===== src/rtl/gpio_cfg_if.sv =====
// Bus bundle between the management side and the GPIO pad-config loader.
interface gpio_cfg_if #(
  parameter int unsigned NUM_PADS = 20,
  parameter int unsigned CFG_BITS = 13
);
  localparam int unsigned ADDR_W = $clog2(NUM_PADS);

  logic                wr_en;
  logic [ADDR_W-1:0]   wr_addr;
  logic [CFG_BITS-1:0] wr_data;
  logic                wr_err;
  logic                start;
  logic                busy;
  logic                done;
  logic                ser_clk;
  logic                ser_data;
  logic                ser_load;

  // Management core / bench side.
  modport master (
    output wr_en, wr_addr, wr_data, start,
    input  wr_err, busy, done, ser_clk, ser_data, ser_load
  );

  // Loader side.
  modport slave (
    input  wr_en, wr_addr, wr_data, start,
    output wr_err, busy, done, ser_clk, ser_data, ser_load
  );
endinterface


===== src/rtl/gpio_cfg_loader.sv =====
// Shadow config words for the user GPIO pads, shifted out serially on start.
module gpio_cfg_loader #(
  parameter int unsigned         NUM_PADS  = 20,
  parameter int unsigned         CFG_BITS  = 13,
  parameter int unsigned         CLK_DIV   = 4,
  parameter logic [CFG_BITS-1:0] RESET_CFG = CFG_BITS'(13'h0403)
) (
  input  logic       clk,
  input  logic       rst_n,
  gpio_cfg_if.slave  bus
);

  localparam int unsigned ADDR_W     = $clog2(NUM_PADS);
  localparam int unsigned BIT_W      = $clog2(CFG_BITS);
  localparam logic [7:0]  DIV_RELOAD = 8'(CLK_DIV - 1);

  typedef enum logic [2:0] {
    IDLE,
    SHIFT_LO,
    SHIFT_HI,
    LOAD,
    FINISH
  } state_t;

  state_t              state;
  logic [7:0]          div_cnt;
  logic [BIT_W-1:0]    bit_cnt;
  logic [ADDR_W-1:0]   pad_cnt;
  logic [CFG_BITS-1:0] shadow [NUM_PADS];

  logic busy_r;
  logic done_r;
  logic wr_err_r;
  logic ser_clk_r;
  logic ser_data_r;
  logic ser_load_r;

  logic              wr_ok_c;
  logic              last_bit_c;
  logic              last_pad_c;
  logic              div_zero_c;
  logic [BIT_W-1:0]  nxt_bit_c;
  logic [ADDR_W-1:0] nxt_pad_c;
  logic              first_bit_c;

  // Write qualification and next shift position.
  always_comb begin
    wr_ok_c     = bus.wr_en && (state == IDLE) && (32'(bus.wr_addr) < NUM_PADS);
    last_bit_c  = (bit_cnt == '0);
    last_pad_c  = (pad_cnt == '0);
    div_zero_c  = (div_cnt == 8'd0);
    nxt_bit_c   = last_bit_c ? BIT_W'(CFG_BITS - 1) : bit_cnt - BIT_W'(1);
    nxt_pad_c   = last_bit_c ? pad_cnt - ADDR_W'(1) : pad_cnt;
    // A write landing in the start cycle must already show up as the first bit.
    first_bit_c = shadow[NUM_PADS-1][CFG_BITS-1];
    if (wr_ok_c && (bus.wr_addr == ADDR_W'(NUM_PADS - 1))) begin
      first_bit_c = bus.wr_data[CFG_BITS-1];
    end
  end

  // Shadow word storage; only writable while idle, so a load sees a stable snapshot.
  always_ff @(posedge clk or negedge rst_n) begin
    if (!rst_n) begin
      for (int i = 0; i < int'(NUM_PADS); i++) begin
        shadow[i] <= RESET_CFG;
      end
    end else if (wr_ok_c) begin
      shadow[bus.wr_addr] <= bus.wr_data;
    end
  end

  // Load sequencer: half-period divider, bit/pad walk, latch strobe, done pulse.
  always_ff @(posedge clk or negedge rst_n) begin
    if (!rst_n) begin
      state      <= IDLE;
      div_cnt    <= 8'd0;
      bit_cnt    <= '0;
      pad_cnt    <= '0;
      busy_r     <= 1'b0;
      done_r     <= 1'b0;
      wr_err_r   <= 1'b0;
      ser_clk_r  <= 1'b0;
      ser_data_r <= 1'b0;
      ser_load_r <= 1'b0;
    end else begin
      done_r   <= 1'b0;
      wr_err_r <= bus.wr_en && !wr_ok_c;
      case (state)
        IDLE: begin
          if (bus.start) begin
            state      <= SHIFT_LO;
            busy_r     <= 1'b1;
            div_cnt    <= DIV_RELOAD;
            bit_cnt    <= BIT_W'(CFG_BITS - 1);
            pad_cnt    <= ADDR_W'(NUM_PADS - 1);
            ser_clk_r  <= 1'b0;
            ser_data_r <= first_bit_c;
          end
        end
        SHIFT_LO: begin
          if (div_zero_c) begin
            state     <= SHIFT_HI;
            div_cnt   <= DIV_RELOAD;
            ser_clk_r <= 1'b1;
          end else begin
            div_cnt <= div_cnt - 8'd1;
          end
        end
        SHIFT_HI: begin
          if (div_zero_c) begin
            div_cnt   <= DIV_RELOAD;
            ser_clk_r <= 1'b0;
            if (last_bit_c && last_pad_c) begin
              state      <= LOAD;
              ser_data_r <= 1'b0;
              ser_load_r <= 1'b1;
            end else begin
              state      <= SHIFT_LO;
              bit_cnt    <= nxt_bit_c;
              pad_cnt    <= nxt_pad_c;
              ser_data_r <= shadow[nxt_pad_c][nxt_bit_c];
            end
          end else begin
            div_cnt <= div_cnt - 8'd1;
          end
        end
        LOAD: begin
          if (div_zero_c) begin
            state      <= FINISH;
            ser_load_r <= 1'b0;
            done_r     <= 1'b1;
            busy_r     <= 1'b0;
          end else begin
            div_cnt <= div_cnt - 8'd1;
          end
        end
        FINISH: begin
          state <= IDLE;
        end
        default: begin
          state <= IDLE;
        end
      endcase
    end
  end

  assign bus.busy     = busy_r;
  assign bus.done     = done_r;
  assign bus.wr_err   = wr_err_r;
  assign bus.ser_clk  = ser_clk_r;
  assign bus.ser_data = ser_data_r;
  assign bus.ser_load = ser_load_r;

endmodule


===== src/flat_wrapper.sv =====
// flat-port wrapper written by rule: the top's interface ports become plain ports
module gpio_cfg_loader_flat 
#(
  parameter int unsigned         NUM_PADS  = 20,
  parameter int unsigned         CFG_BITS  = 13,
  parameter int unsigned         CLK_DIV   = 4,
  parameter logic [CFG_BITS-1:0] RESET_CFG = CFG_BITS'(13'h0403)
)
  (clk, rst_n, bus_wr_en, bus_wr_addr, bus_wr_data, bus_start, bus_wr_err, bus_busy, bus_done, bus_ser_clk, bus_ser_data, bus_ser_load);
  gpio_cfg_if #(.NUM_PADS(NUM_PADS), .CFG_BITS(CFG_BITS)) bus_i ();
  input  logic clk;
  input  logic rst_n;
  input wire logic [$bits(bus_i.wr_en)-1:0] bus_wr_en;
  input wire logic [$bits(bus_i.wr_addr)-1:0] bus_wr_addr;
  input wire logic [$bits(bus_i.wr_data)-1:0] bus_wr_data;
  input wire logic [$bits(bus_i.start)-1:0] bus_start;
  output wire logic [$bits(bus_i.wr_err)-1:0] bus_wr_err;
  output wire logic [$bits(bus_i.busy)-1:0] bus_busy;
  output wire logic [$bits(bus_i.done)-1:0] bus_done;
  output wire logic [$bits(bus_i.ser_clk)-1:0] bus_ser_clk;
  output wire logic [$bits(bus_i.ser_data)-1:0] bus_ser_data;
  output wire logic [$bits(bus_i.ser_load)-1:0] bus_ser_load;
  assign bus_i.wr_en = bus_wr_en;
  assign bus_i.wr_addr = bus_wr_addr;
  assign bus_i.wr_data = bus_wr_data;
  assign bus_i.start = bus_start;
  assign bus_wr_err = bus_i.wr_err;
  assign bus_busy = bus_i.busy;
  assign bus_done = bus_i.done;
  assign bus_ser_clk = bus_i.ser_clk;
  assign bus_ser_data = bus_i.ser_data;
  assign bus_ser_load = bus_i.ser_load;
  gpio_cfg_loader #(.NUM_PADS(NUM_PADS), .CFG_BITS(CFG_BITS), .CLK_DIV(CLK_DIV), .RESET_CFG(RESET_CFG)) u_core (.clk(clk), .rst_n(rst_n), .bus(bus_i));
endmodule

===== config.mk =====
export PLATFORM = sky130hd
export DESIGN_NAME = gpio_cfg_loader_flat
export DESIGN_NICKNAME = d
export VERILOG_FILES = /design/src/rtl/gpio_cfg_if.sv /design/src/rtl/gpio_cfg_loader.sv /design/src/flat_wrapper.sv
export SDC_FILE = /design/constraint.sdc
export NUM_CORES = 1
export LEC_CHECK = 0
export ABC_AREA = 1
export CORE_MARGIN = 10
export CORE_UTILIZATION = 45
export DETAILED_ROUTE_END_ITERATION = 10
export HOLD_SLACK_MARGIN = 0.03
export SYNTH_ARGS = -nofsm -noshare
export SYNTH_HDL_FRONTEND = slang
export SYNTH_SLANG_ARGS = --single-unit

===== constraint.sdc =====
create_clock -name clk -period 3 [get_ports clk]
set_clock_uncertainty 0.2 [all_clocks]
set_input_delay 0.45 -clock clk [delete_from_list [all_inputs] [get_ports clk]]
set_output_delay 0.45 -clock clk [all_outputs]
set_load 0.01 [all_outputs]

==> reports/metrics.csv <==
stage,metric,value,unit
run_status,status,"complete, no violations",
timing,setup_ws,170,ps
clock_network,cts.sinks,286,
hold_path,hp-class,in2async,
clock_network,cts_tree,built,
route,top_layer,met4,
placement,dpl.hpwl,24500,um
clock_network,path_clk_slew,60,ps
layout,final_cell_mix,"580 x nand2_1, 303 x o21ai_0, 226 x dfrtp_1, 213 x inv_1, 206 x nand3_1",
floorplanning,io_pins,28,
placement,place.gp.congestion,0.850,
clock_network,clk_latency,520,ps
worst_setup_path,cp-start-kind,register,
synth,synth_edf_count,0,
global_route,grt_use_total,0.207,
route,ant_nets,0,
floorplanning,die_h,197,um
route,route.detailed.drc,0,
route,wl_met1,18700,um
layout,nNetsFinal,1879,
synth,yosysSeqAreaShare,0.511,
worst_setup_path,cp.arrival,3070,ps
synth,synthCells,1851,
clock_network,h-tree-depth,2,
floorplanning,num_rows,64,
global_route,grt_pass1_wl,64400,um
synth,synth_cell_types,38,
layout,area_growth,13.7,%
worst_setup_path,critPathCaptureType,register,
clock_network,cts-root-buf,clkbuf_16,
route,viasPerCell,5.26,
route,drtIter0Drc,1055,
synth,avgSynthCellArea,7.64,sq um
timing,setup_violations,0,
clock_network,cts_setup_buffers,0,
floorplanning,coreArea,30800,sq um
pwr,ir_worst_vdd,0.649,mV
route,avgRoutedWirePerCell,17.4,um
worst_setup_path,worstPathMaxFanout,41,
global_route,grt_pass1_vias,11600,
synth,ys_warn_count,0,
timing,period_share,0.943,
route,wirelength,39500,um
timing,fmax,353,MHz
run,cap_violations,0,
synth,synth_top_flop_cell,dfrtp_1,
clock_network,clockBufferDepth,3,
pwr,power.density,1050,nW/um^2
placement,dp_slack,104,ps
floorplanning,initial_utilization,0.459,
timing,fin_crit,2830,ps
worst_setup_path,worstSetupPathType,reg2reg,
timing,hold_viol_final,0,
worst_setup_path,cp.required,3240,ps
synth,netlist_area,14100,sq um
floorplanning,die-area,38900,sq um
timing,slew_headroom,0.437,
synth,async_reset_ff_frac,1.00,
global_route,antenna_found_initial,0,
route,firstDrtPassIters,5,
timing,drv_slew,0,
synth,syn-num-nets,1876,
layout,antenna_cells,0,
global_route,overflow,0,
route,wl_met2,17600,um
synth,ys_seq_elements,286,
clock_network,cts_buffers,34,
global_route,grt_max_degree,81,
placement,io_buffers,27,
timing,fin_tns_setup,0,ps
timing,tightestPinTransition,843,ps
layout,drive_gt1_frac,0.106,
route,wl_met3,2370,um
pwr,power.leakage,7.35,nW
layout,layout.cells.most_common,nand2_1,
route,dr_total_vias,12000,
floorplanning,die_w,197,um
-- power breakdown --
part	switching [mW]	internal, mW	total (mW)
clock	1.65	2.59	4.24
sequential	0.393	4.63	5.02
combinational	5.01	2.69	7.70
total	7.05	9.91	17.0
-- layout make-up --
class | count | area [sq um]
clock buffers | 51 | 1010
clock inverters | 10 | 141
fillers | 2968 | 14800
inverters | 220 | 828
multi-input cells | 1227 | 5490
flip-flops and latches | 286 | 7230
well taps | 396 | 495
repair buffers | 85 | 888
-- flip-flops by register name, indices dropped and copies added, names as in the netlist --
signal,cells
u_core.shadow,260
u_core.div_cnt,8
u_core.pad_cnt,5
u_core.bit_cnt,4
u_core.state,3
u_core.bus.busy,1
u_core.bus.done,1
u_core.bus.ser_clk,1
u_core.bus.ser_data,1
u_core.bus.ser_load,1
u_core.bus.wr_err,1
-- final timing paths --
path / startpoint / end / slack (ps) / cells after the start
min in group clk: bus_wr_en / u_core.bus.wr_err$_DFF_PN0_ / 280 / 3
hold / removal: rst_n / u_core.shadow[251]$_DFFE_PN0P_ / 270 / 2
max in group asynchronous: rst_n / u_core.shadow[153]$_DFFE_PN1P_ / 1450 / 3
setup reg to reg: u_core.bit_cnt[0]$_DFFE_PN0P_ / u_core.bus.ser_data$_DFFE_PN0P_ / 170 / 17
hold reg to reg: u_core.shadow[172]$_DFFE_PN0P_ / u_core.shadow[172]$_DFFE_PN0P_ / 280 / 2
setup / recovery: u_core.bit_cnt[0]$_DFFE_PN0P_ / u_core.bus.ser_data$_DFFE_PN0P_ / 170 / 17
-- routing by layer --
metal  vias to the layer above  GRT usage
met5                         -          0
met4                         0     0.0572
met3                        56     0.0349
met2                       307      0.328
met1                      5728      0.286
li1                       5876          -
-- kinds of logic after synthesis --
group | share of synthesized area
simple gates | 0.257
compound gates | 0.125
buf+inv | 0.102
flops | 0.511
xor+xnor | 0.00186
fa+ha+maj | 0.00265
-- critical path, stage by stage, from the launching register on --
cell and delay, ps:
dfrtp_1 380, inv_1 100, ha_2 270, nand2_4 130, inv_4 110, nand2_1 60, nand2_2 100, buf_12 240
o21ai_0 130, o22ai_1 320, nand2_1 90, nand2_1 80, nand2_1 50, nand3_1 70, nand3_1 100, nand2_1 80
nand3_1 90, a21oi_2 130
-- through the flow --
stage          hold slack, ps   util  area, sq um  power (mW)  instances
2_1_floorplan           -45.6      -        14100        10.4       1851
3_3_place_gp              235  0.483        14900        12.6       2212
3_5_place_dp              232  0.483        14900        12.6       2212
4_1_cts                   266  0.520        16000        17.0       2274
5_1_grt                   300  0.522        16100        18.3       2275
6_report                  274  0.522        16100        17.0       2275
-- synth_stat cells (3+ instances only) --
cell / n / area, sq um
nand2_2: 3 / 18.8
dfrtp_1: 226 / 5660
o21ai_1: 6 / 30.0
inv_2: 4 / 15.0
nand2_1: 581 / 2180
nor3_1: 5 / 25.0
inv_1: 213 / 800
buf_4: 12 / 90.1
ha_1: 3 / 37.5
o22ai_1: 3 / 18.8
dfstp_2: 60 / 1580
nand3_1: 206 / 1030
o21ai_0: 303 / 1520
buf_6: 13 / 146
buf_2: 21 / 105
nand2_4: 3 / 33.8
o211ai_1: 4 / 30.0
or2_2: 8 / 50.1
nor2_1: 60 / 225
clkbuf_1: 71 / 267
a21oi_1: 22 / 110
-- timing repair --
action / CTS / global route
hold buffers: 1 / 0
hold endpoints to repair: 43 / 0
endpoints found under the setup margin: 0 / 1
gates resized for setup: 0 / 2
No activity file was read; power rests on OpenSTA's default activity.
